`config.mk`:
```
export PLATFORM = sky130hd
export DESIGN_NAME = id_digit_scanner
export DESIGN_NICKNAME = d
export VERILOG_FILES = /design/src/rtl/id_digit_scanner.sv
export SDC_FILE = /design/constraint.sdc
export NUM_CORES = 1
export LEC_CHECK = 0
export BUFFER_PORTS_ARGS = -buffer_cell sky130_fd_sc_hd__buf_2
export CAP_MARGIN = 15
export CORE_AREA = 2 2 140 142
export CTS_BUF_LIST = sky130_fd_sc_hd__clkbuf_8 sky130_fd_sc_hd__clkbuf_16
export CTS_CLUSTER_SIZE = 10
export DETAILED_ROUTE_END_ITERATION = 8
export DIE_AREA = 0 0 142 144
export GPL_TIMING_DRIVEN = 1
export HOLD_SLACK_MARGIN = 0.02
export PLACE_DENSITY = 0.49
export SLEW_MARGIN = 20
export SYNTH_ARGS = -nofsm -noshare
export SYNTH_HDL_FRONTEND = slang
export SYNTH_SLANG_ARGS = --single-unit
```
`constraint.sdc`:
```
create_clock -name clk -period 5 [get_ports clk]
set_input_delay 1 -clock clk [delete_from_list [all_inputs] [get_ports clk]]
set_output_delay 1 -clock clk [all_outputs]
set_load 0.02 [all_outputs]
```
`src/rtl/id_digit_scanner.sv`:
```
// id_digit_scanner
// Sequential student-ID digit compare unit. Holds a writable NUM_DIGITS-digit
// ID register and compares the nibbles of operand a against one selected
// digit (single mode) or against every digit in turn (scan mode), with a
// start/busy/done handshake. Driven by the same one-hot op decoder as the
// other ALU units.
//
// Optional feature macro: ID_MATCH_MASK_EN (adds the match_mask port).
//
// Ports
//   clk          in   rising-edge clock
//   rst_n        in   asynchronous active-low reset
//   start        in   operation request, sampled only in IDLE
//   a            in   operand, DATA_W/4 nibbles, latched on accepted start
//   op_dec       in   one-hot opcode (bit k: digit k, bit 15: scan all)
//   id_wr_en     in   write one ID digit (IDLE only)
//   id_wr_idx    in   digit index to write (>= NUM_DIGITS is dropped)
//   id_wr_digit  in   digit value
//   busy         out  high while scanning and during the done cycle
//   done         out  one-cycle pulse, results valid
//   ans          out  4'b0001 if any digit matched
//   match_count  out  number of matching digits
//   err          out  last opcode was illegal
//   match_mask   out  per-digit match flags (ID_MATCH_MASK_EN only)
//
// state | meaning
// IDLE  | waiting for start; ID writes accepted here
// ARM   | operand/opcode latched, opcode decoded from the latched copy
// SCAN  | one digit compared per cycle (one cycle for single/illegal)
// DONE  | results valid, done pulse
module id_digit_scanner #(
    parameter int DATA_W     = 8,
    parameter int NUM_DIGITS = 9,
    localparam int CNT_W     = $clog2(NUM_DIGITS + 1)
) (
    input  logic                  clk,
    input  logic                  rst_n,
    input  logic                  start,
    input  logic [DATA_W-1:0]     a,
    input  logic [15:0]           op_dec,
    input  logic                  id_wr_en,
    input  logic [3:0]            id_wr_idx,
    input  logic [3:0]            id_wr_digit,
    output logic                  busy,
    output logic                  done,
    output logic [3:0]            ans,
    output logic [CNT_W-1:0]      match_count,
    output logic                  err
`ifdef ID_MATCH_MASK_EN
    ,
    output logic [NUM_DIGITS-1:0] match_mask
`endif
);

    localparam logic [3:0] LAST_IDX = 4'(NUM_DIGITS - 1);
    localparam logic [4:0] NUM_D5   = 5'(NUM_DIGITS);

    typedef enum logic [1:0] {
        IDLE = 2'd0,
        ARM  = 2'd1,
        SCAN = 2'd2,
        DONE = 2'd3
    } state_t;

    state_t              state;
    logic [3:0]          id_mem [NUM_DIGITS];
    logic [DATA_W-1:0]   a_lat;
    logic [15:0]         op_lat;
    logic [3:0]          idx;
    logic [CNT_W-1:0]    acc_cnt;

    logic                is_scan;
    logic                is_single;
    logic [3:0]          sel_idx;
    logic [3:0]          cmp_idx;
    logic [3:0]          cur_digit;
    logic                hit;
    logic [CNT_W-1:0]    scan_total;

`ifdef ID_MATCH_MASK_EN
    logic [NUM_DIGITS-1:0] acc_mask;
    logic [NUM_DIGITS-1:0] mask_next;
`endif

    // Bit 15 alone means scan; a single bit below NUM_DIGITS selects that digit.
    always_comb begin
        sel_idx = 4'd0;
        for (int k = 0; k < NUM_DIGITS; k++) begin
            if (op_lat[k]) sel_idx = 4'(k);
        end
    end

    assign is_scan   = (op_lat == 16'h8000);
    assign is_single = $onehot(op_lat) && (|op_lat[NUM_DIGITS-1:0]);
    assign cmp_idx   = is_scan ? idx : sel_idx;
    assign cur_digit = id_mem[cmp_idx];

    always_comb begin
        hit = 1'b0;
        for (int n = 0; n < DATA_W / 4; n++) begin
            if (a_lat[n*4 +: 4] == cur_digit) hit = 1'b1;
        end
    end

    assign scan_total = acc_cnt + CNT_W'(hit);

`ifdef ID_MATCH_MASK_EN
    assign mask_next = acc_mask | (NUM_DIGITS'(hit) << cmp_idx);
`endif

    always_ff @(posedge clk or negedge rst_n) begin
        if (!rst_n) begin
            state       <= IDLE;
            busy        <= 1'b0;
            done        <= 1'b0;
            err         <= 1'b0;
            ans         <= 4'd0;
            match_count <= '0;
            a_lat       <= '0;
            op_lat      <= '0;
            idx         <= 4'd0;
            acc_cnt     <= '0;
            for (int k = 0; k < NUM_DIGITS; k++) id_mem[k] <= 4'h0;
`ifdef ID_MATCH_MASK_EN
            acc_mask    <= '0;
            match_mask  <= '0;
`endif
        end else begin
            done <= 1'b0;
            case (state)
                IDLE: begin
                    // A write on the same edge as start lands before the compare.
                    if (id_wr_en && ({1'b0, id_wr_idx} < NUM_D5))
                        id_mem[id_wr_idx] <= id_wr_digit;
                    if (start) begin
                        a_lat       <= a;
                        op_lat      <= op_dec;
                        idx         <= 4'd0;
                        acc_cnt     <= '0;
                        ans         <= 4'd0;
                        match_count <= '0;
                        err         <= 1'b0;
`ifdef ID_MATCH_MASK_EN
                        acc_mask    <= '0;
                        match_mask  <= '0;
`endif
                        state       <= ARM;
                    end
                end
                ARM: begin
                    busy  <= 1'b1;
                    state <= SCAN;
                end
                SCAN: begin
                    if (is_scan) begin
                        acc_cnt  <= scan_total;
`ifdef ID_MATCH_MASK_EN
                        acc_mask <= mask_next;
`endif
                        if (idx == LAST_IDX) begin
                            ans         <= {3'b000, scan_total != '0};
                            match_count <= scan_total;
`ifdef ID_MATCH_MASK_EN
                            match_mask  <= mask_next;
`endif
                            done        <= 1'b1;
                            state       <= DONE;
                        end else begin
                            idx <= idx + 4'd1;
                        end
                    end else begin
                        if (is_single) begin
                            ans         <= {3'b000, hit};
                            match_count <= CNT_W'(hit);
`ifdef ID_MATCH_MASK_EN
                            match_mask  <= mask_next;
`endif
                        end else begin
                            err <= 1'b1;
                        end
                        done  <= 1'b1;
                        state <= DONE;
                    end
                end
                DONE: begin
                    busy  <= 1'b0;
                    state <= IDLE;
                end
                default: state <= IDLE;
            endcase
        end
    end

endmodule

```
# Word-level counts from Yosys, hierarchy flattened
# Index checks and enable logic that the tools add are counted.
dict set report classes {
  n_lt_le_gt_ge 4
  bitwise_logic 2
  add_sub_neg 17
  mux 42
  n_reduce_logical 15
  eq_ne 15
}
# operator n
set op_table {}
lappend op_table {{$mux W4} 19}
lappend op_table {{$bwmux W36} 1}
lappend op_table {{$pmux W4 S2} 4}
lappend op_table {{$add A1 B1 Y2} 8}
lappend op_table {{$bmux W4 S4} 1}
lappend op_table {{$demux W4 S4} 1}
lappend op_table {{$eq A16 B16 Y1 const B} 1}
lappend op_table {{$add A2 B2 Y3} 4}
lappend op_table {{$reduce_and A4 Y1} 3}
lappend op_table {{$ge A5 B5 Y1 const B} 2}
lappend op_table {{$ne A2 B2 Y1 const B} 5}
lappend op_table {{$not A4 Y5} 2}
lappend op_table {{$mux W1} 9}
lappend op_table {{$reduce_or A9 Y1} 1}
lappend op_table {{$add A3 B3 Y4} 2}
lappend op_table {{$eq A4 B4 Y1} 2}
lappend op_table {{$mux W2} 4}
lappend op_table {{$pmux W2 S4} 1}
lappend op_table {{$ne A3 B3 Y1 const B} 2}
lappend op_table {{$reduce_and A2 Y1} 3}
lappend op_table {{$add A4 B4 Y5} 1}
lappend op_table {{$eq A5 B1 Y1 const B} 1}
lappend op_table {{$lt A5 B1 Y1 const B} 1}
lappend op_table {{$add A4 B1 Y4} 1}
lappend op_table {{other kinds (11)} 16}
dict set report word_totals {
  word_cells 114
  out_inout_bits 11
  input_bits 36
  register_bits 81
}

# Depth between registers and ports, before layout
dict set report logic_depth {
  ltp_word 21
  mapped_depth 21
  depth_no_buf 19
}

# Least setup slack after synthesis
# Ideal clock, no wire load.
dict set report synth_timing {
  path_kind {register to register}
  startpoint {register op_lat[5]}
  endpoint {register match_count[1]}
  synth_period_minus_slack_ps 4513
  required_ps 4875
  setup_slack_ps 487
  arrival_ps 4388
  stages_incl_launch_ff 16
  setup_time_ps 125
  path_buffers 0
  path_cell_list {dfrtp_1 inv_1 fa_1 inv_1 fa_1 fa_1 inv_1 fa_1 inv_1 ha_1 fa_1 nor4b_1 a31oi_1 nand2b_1 a21oi_2 mux2_2}
}
dict set report synth_between {
  elab_chain_len 16
  word_cells_on_any_way 28
  classes_between {add/sub: 5; eq/ne: 6; mux: 13; bitwise: 1; reduce/logical: 3}
}
# element line
set synth_rtl {}
lappend synth_rtl {{start: declaration} 68} ;# logic [15:0] op_lat;
lappend synth_rtl {{start signal: assignment} 137} ;# op_lat <= op_dec;
lappend synth_rtl {{$mux W4 (4 in a row)} 89} ;# if (op_lat[k]) sel_idx = 4'(k);
lappend synth_rtl {{$mux W4} 95} ;# assign cmp_idx = is_scan ? idx : sel_idx;
lappend synth_rtl {{$not A4 Y5 (not written as such)} 96} ;# assign cur_digit = id_mem[cmp_idx];
lappend synth_rtl {{$bmux W4 S4} 96}
lappend synth_rtl {{$mux W4 (not written as such) (2 in a row)} 96}
lappend synth_rtl {{$eq A4 B4 Y1} 101} ;# if (a_lat[n*4 +: 4] == cur_digit) hit = 1'b1;
lappend synth_rtl {{$mux W1 (2 in a row)} 101}
lappend synth_rtl {{$add A4 B1 Y4} 105} ;# assign scan_total = acc_cnt + CNT_W'(hit);
lappend synth_rtl {{$mux W4} 160} ;# if (idx == LAST_IDX) begin
lappend synth_rtl {{$mux W4} 155} ;# if (is_scan) begin
lappend synth_rtl {{$pmux W4 S2} 130} ;# case (state)
lappend synth_rtl {{end signal: assignment} 162} ;# match_count <= scan_total;
lappend synth_rtl {{end signal: assignment} 174} ;# match_count <= CNT_W'(hit);
lappend synth_rtl {{end: declaration} 47} ;# output logic [CNT_W-1:0] match_count,
# Parallel ways exist; a longest one is shown, timed or not. The select of a mux whose other input is x is not followed.
# A chain may end at the register's enable or synchronous reset.

# Worst setup path after layout
dict set report layout_timing {
  startpoint {register op_lat[7]}
  endpoint {register match_count[3]}
}
dict set report layout_between {
  elab_chain_len 14
  word_cells_on_any_way 26
  classes_between {add/sub: 5; eq/ne: 6; mux: 11; bitwise: 1; reduce/logical: 3}
}
# element
set layout_rtl {}
lappend layout_rtl {{branches (longest 14 deep; another with $add A4 B1 Y4)}}
# Several ways; the timed one is not identified. The select of a mux whose other input is x is not followed.

==> reports/qor.txt <==
run status = finished, final reports clean
hold violation total from the final report = 0
leakage dissipation = 2.465 nW
H-tree levels = 3
clock latency of the later-clocked register in the worst-skew pair = 340 ps
FP Rows = 51
cells along the critical path = inv_1 > fa_1 > inv_1 > fa_1 > fa_1 > inv_1 > fa_1 > inv_1 > ha_1 > fa_1 > nor4b_1 > a31oi_1 > nand2b_1 > a21oi_2 > mux2_2
total global routing track utilization = 0.1207
count of mapped cells out of synthesis = 422
clk buf depth = 2
combined area of all synthesized cells = 4629 µm²
most used flip-flop cell after synthesis = sky130_fd_sc_hd__dfrtp_1
antenna violations before repair = 0
count of buffering cells on the critical path with inverters included = 4
RSZ-0062 raised after global routing = no
endpoint kind of the worst setup timing path = register
class of the most critical setup path = reg2reg
portion of total power attributed to sequential cells = 0.254
kind of launch point of the worst setup path = register
normalized max-slew margin = 0.3236
count of placed standard cells in the final layout, fillers left out = 713
Clock Pin Slew Worst Setup and Hold Paths = 60 ps
Cells after DPL = 697
count of different cell masters after synthesis = 62
area enclosed by the die boundary = 20450 µm²
delay of the slowest critical-path stage = 520 ps
detailed-route DRC error count = 0
number of fillers in the final layout = 1964
Ys Warns = 0
classification of the worst-slack hold path = reg2reg
proportion of synthesized flip-flops having asynchronous set or reset = 1.000
Arr. time, crit path = 5020 ps
cell mode on critical path = sky130_fd_sc_hd__fa_1
CP Max Fanout = 9
number of hold-repair buffers added at the cts stage = 0
part of the total power dissipated in combinational logic = 0.577
I/O pin total = 47
maximum VDD drop = 302.4 µV
Post-CTS Setup Repair Bufs = 0
vias in the first global route = 3575
Internal = 2.544 mW
global-route wire length before repair = 18860 µm
first-iteration detailed-routing DRC count = 156
Tmin final = 4796 ps
post-cts repair resize count = 0
sw power = 1.908 mW
average routed wire per standard cell = 16.15 µm
clock share of power = 0.168
final net count = 530
vias post-DR = 3379
Antenna Violating Nets Remaining = 0
Routed WL = 11520 µm
Power Dens Cells = 815.6 nW/µm²
global route overflow = 0
placeable core region = 19080 µm²
endpoints failing setup = 0
number of pins with negative max-slew slack in the final report = 0
Clock Sinks = 78
Inserted Diodes = 0
worst path required time = 5220 ps
estimated wirelength of the detail-placed design = 8722 µm
highest-delay cell along the critical path = sky130_fd_sc_hd__fa_1
final estimated routing congestion in global placement = 0.7890
Avg Inst Size Synth = 10.97 µm²
Setup Skew = 6.910 ps
ratio of final minimum period to clock period = 0.9592
post-DR vias/cell = 4.739
flip-flop and latch count after synthesis = 78
pin count of the biggest net entering global routing = 79
First-pass DRT Iterations = 4
largest delay contributor family on the critical path = adder cells
share of total power consumed by net switching = 0.4286
layout overhead on the synthesized area = 17.92%
highest clock frequency the design can meet = 0.2085 GHz
root buf cell = sky130_fd_sc_hd__clkbuf_16
layout cells sized above 1 = 0.3158
clock tree from TritonCTS = built
final setup TNS = 0 ps
share of synthesized area occupied by flip-flops and latches = 0.4216
number of enable-type register cells in the synthesized netlist = 0
Die Width = 142 µm
IO buf count = 43
Initial Util = 0.2426
number of violations of the max-capacitance limit = 0
die height = 144 µm
clock buffers created by TritonCTS = 9
slew of the pin with the lowest slew margin = 1005 ps
## flip-flops by register name, indices dropped and copies added, names as in the netlist
name and cells:
id_mem 36, op_lat 16, a_lat 8, acc_cnt 4, idx 4, match_count 4, state 2, ans 1
busy 1, done 1, err 1
## path summary, 6_finish.rpt
check / end / cells past startpoint / slack (ps) / from
max: match_count[3] / 15 / 200 / op_lat[7]
min: ans[0] / 2 / 480 / ans[0]
max reg2reg: match_count[3] / 15 / 200 / op_lat[7]
min reg2reg: ans[0] / 2 / 480 / ans[0]
max in group asynchronous: match_count[0] / 1 / 3790 / rst_n
min in group asynchronous: op_lat[15] / 1 / 650 / rst_n
## layer usage
metal / part of all wire / global-route usage
met1: 0.45 / 0.1446
met2: 0.50 / 0.2085
met3: 0.033 / 0.03510
met4: 0.014 / 0.03947
met5: 0 / 0
## per-stage QoR
| step | setup WS [ps] | hold WS [ps] | power [mW] | instance area (µm²) | util |
|---|---|---|---|---|---|
| 3_3_place_gp | 303.2 | 468.7 | 3.608 | 5114 | 0.2680 |
| 4_1_cts | 208.1 | 493.1 | 4.503 | 5453 | 0.2858 |
| 3_5_place_dp | 211.2 | 478.1 | 3.727 | 5114 | 0.2680 |
| 2_1_floorplan | 487.0 | 474.1 | 3.082 | 4637 | - |
| 5_1_grt | 8.548 | 512.9 | 4.901 | 5459 | 0.2861 |
| 6_report | 204.2 | 482.6 | 4.452 | 5459 | 0.2861 |
## tightest hold or removal path, stage by stage (launching register included)
cell	delay [ps]
sky130_fd_sc_hd__dfrtp_1	340
sky130_fd_sc_hd__nand2b_1	50
sky130_fd_sc_hd__nand3_1	60
## layout make-up
type | instances | area, µm² | share of cell area
Sequential cell | 78 | 1952 | 0.3576
Tap cell | 238 | 297.8 | 0.05455
Clock inverter | 7 | 113.9 | 0.02086
Multi-Input combinational cell | 298 | 2476 | 0.4536
Inverter | 34 | 127.6 | 0.02338
Clock buffer | 9 | 225.2 | 0.04126
Timing Repair Buffer | 49 | 266.5 | 0.04882
## kinds of logic after synthesis
kind of cell    after synthesis  share of synthesized area
compound gates               79                     0.1200
xor+xnor                      6                    0.01135
fa+ha+maj                    24                    0.08108
buf+inv                      48                    0.04568
flops                        78                     0.4216
mux                          70                     0.1700
other cells                   1                  0.0008100
simple gates                116                     0.1495
## cell usage after synthesis (2+ instances only)
cell	n	share of area
sky130_fd_sc_hd__inv_1	33	0.027
sky130_fd_sc_hd__o21ai_1	4	0.0043
sky130_fd_sc_hd__xnor2_1	2	0.0038
sky130_fd_sc_hd__a31oi_1	6	0.0081
sky130_fd_sc_hd__and3_1	5	0.0068
sky130_fd_sc_hd__nand4b_1	3	0.0057
sky130_fd_sc_hd__o221ai_1	4	0.0076
sky130_fd_sc_hd__o21a_1	2	0.0032
sky130_fd_sc_hd__and4_4	2	0.0049
sky130_fd_sc_hd__and2_1	3	0.0041
sky130_fd_sc_hd__mux2_4	2	0.0065
sky130_fd_sc_hd__o21ai_0	13	0.014
sky130_fd_sc_hd__a21o_1	2	0.0032
sky130_fd_sc_hd__nand3b_1	2	0.0032
sky130_fd_sc_hd__and4b_1	2	0.0043
sky130_fd_sc_hd__nand2_1	18	0.015
sky130_fd_sc_hd__buf_6	2	0.0049
sky130_fd_sc_hd__a21oi_1	17	0.018
sky130_fd_sc_hd__nor3_1	12	0.013
sky130_fd_sc_hd__xor2_1	4	0.0076
sky130_fd_sc_hd__o2111ai_1	2	0.0038
sky130_fd_sc_hd__a31o_2	2	0.0038
sky130_fd_sc_hd__dfrtp_1	78	0.42
sky130_fd_sc_hd__nand2b_1	4	0.0054
sky130_fd_sc_hd__buf_4	4	0.0065
sky130_fd_sc_hd__nor2_4	2	0.0049
sky130_fd_sc_hd__fa_1	10	0.043
sky130_fd_sc_hd__o22ai_1	5	0.0068
sky130_fd_sc_hd__clkbuf_1	7	0.0057
sky130_fd_sc_hd__a31oi_2	3	0.0081
sky130_fd_sc_hd__nor2_1	23	0.019
sky130_fd_sc_hd__a211o_1	2	0.0038
sky130_fd_sc_hd__nor4_1	3	0.0041
sky130_fd_sc_hd__a211oi_2	2	0.0054
sky130_fd_sc_hd__ha_1	14	0.038
sky130_fd_sc_hd__a21oi_2	2	0.0038
sky130_fd_sc_hd__mux2_2	61	0.15
sky130_fd_sc_hd__a211oi_1	5	0.0081
sky130_fd_sc_hd__nor2b_1	2	0.0027
sky130_fd_sc_hd__nor4_4	2	0.0092
sky130_fd_sc_hd__nand3_1	21	0.023
sky130_fd_sc_hd__nand4_1	4	0.0054
sky130_fd_sc_hd__mux2i_1	7	0.015
## power by group through the flow
stage               clock network, mW  registers, mW  logic (mW)
floorplan                           0           1.09        1.99
global placement                    0           1.13        2.48
detailed placement                  0           1.14        2.58
CTS                             0.766           1.14        2.60
global route                    0.801           1.17        2.93
finish                          0.749           1.13        2.57
## layout by cell type (no fill, tap or decap), types with 4 or more instances in the layout
| master | synthesis | routed |
|---|---|---|
| sky130_fd_sc_hd__nand2b_1 | 4 | 4 |
| sky130_fd_sc_hd__xor2_1 | 4 | 4 |
| sky130_fd_sc_hd__a31oi_1 | 6 | 6 |
| sky130_fd_sc_hd__o21ai_1 | 4 | 4 |
| sky130_fd_sc_hd__nand4_1 | 4 | 4 |
| sky130_fd_sc_hd__buf_4 | 4 | 6 |
| sky130_fd_sc_hd__o22ai_1 | 5 | 5 |
| sky130_fd_sc_hd__o221ai_1 | 4 | 4 |
| sky130_fd_sc_hd__o21ai_0 | 13 | 13 |
| sky130_fd_sc_hd__nand3_1 | 21 | 21 |
| sky130_fd_sc_hd__a211oi_1 | 5 | 5 |
| sky130_fd_sc_hd__fa_1 | 10 | 10 |
| sky130_fd_sc_hd__dfrtp_1 | 78 | 78 |
| sky130_fd_sc_hd__nor3_1 | 12 | 12 |
| sky130_fd_sc_hd__a21oi_1 | 17 | 17 |
| sky130_fd_sc_hd__mux2i_1 | 7 | 7 |
| sky130_fd_sc_hd__and3_1 | 5 | 5 |
| sky130_fd_sc_hd__nor2_1 | 23 | 23 |
| sky130_fd_sc_hd__ha_1 | 14 | 14 |
| sky130_fd_sc_hd__mux2_2 | 61 | 61 |
| sky130_fd_sc_hd__inv_1 | 33 | 34 |
| sky130_fd_sc_hd__clkbuf_16 | 0 | 9 |
| sky130_fd_sc_hd__nand2_1 | 18 | 17 |
| sky130_fd_sc_hd__buf_2 | 1 | 42 |
(Power assumes the default switching activity.)
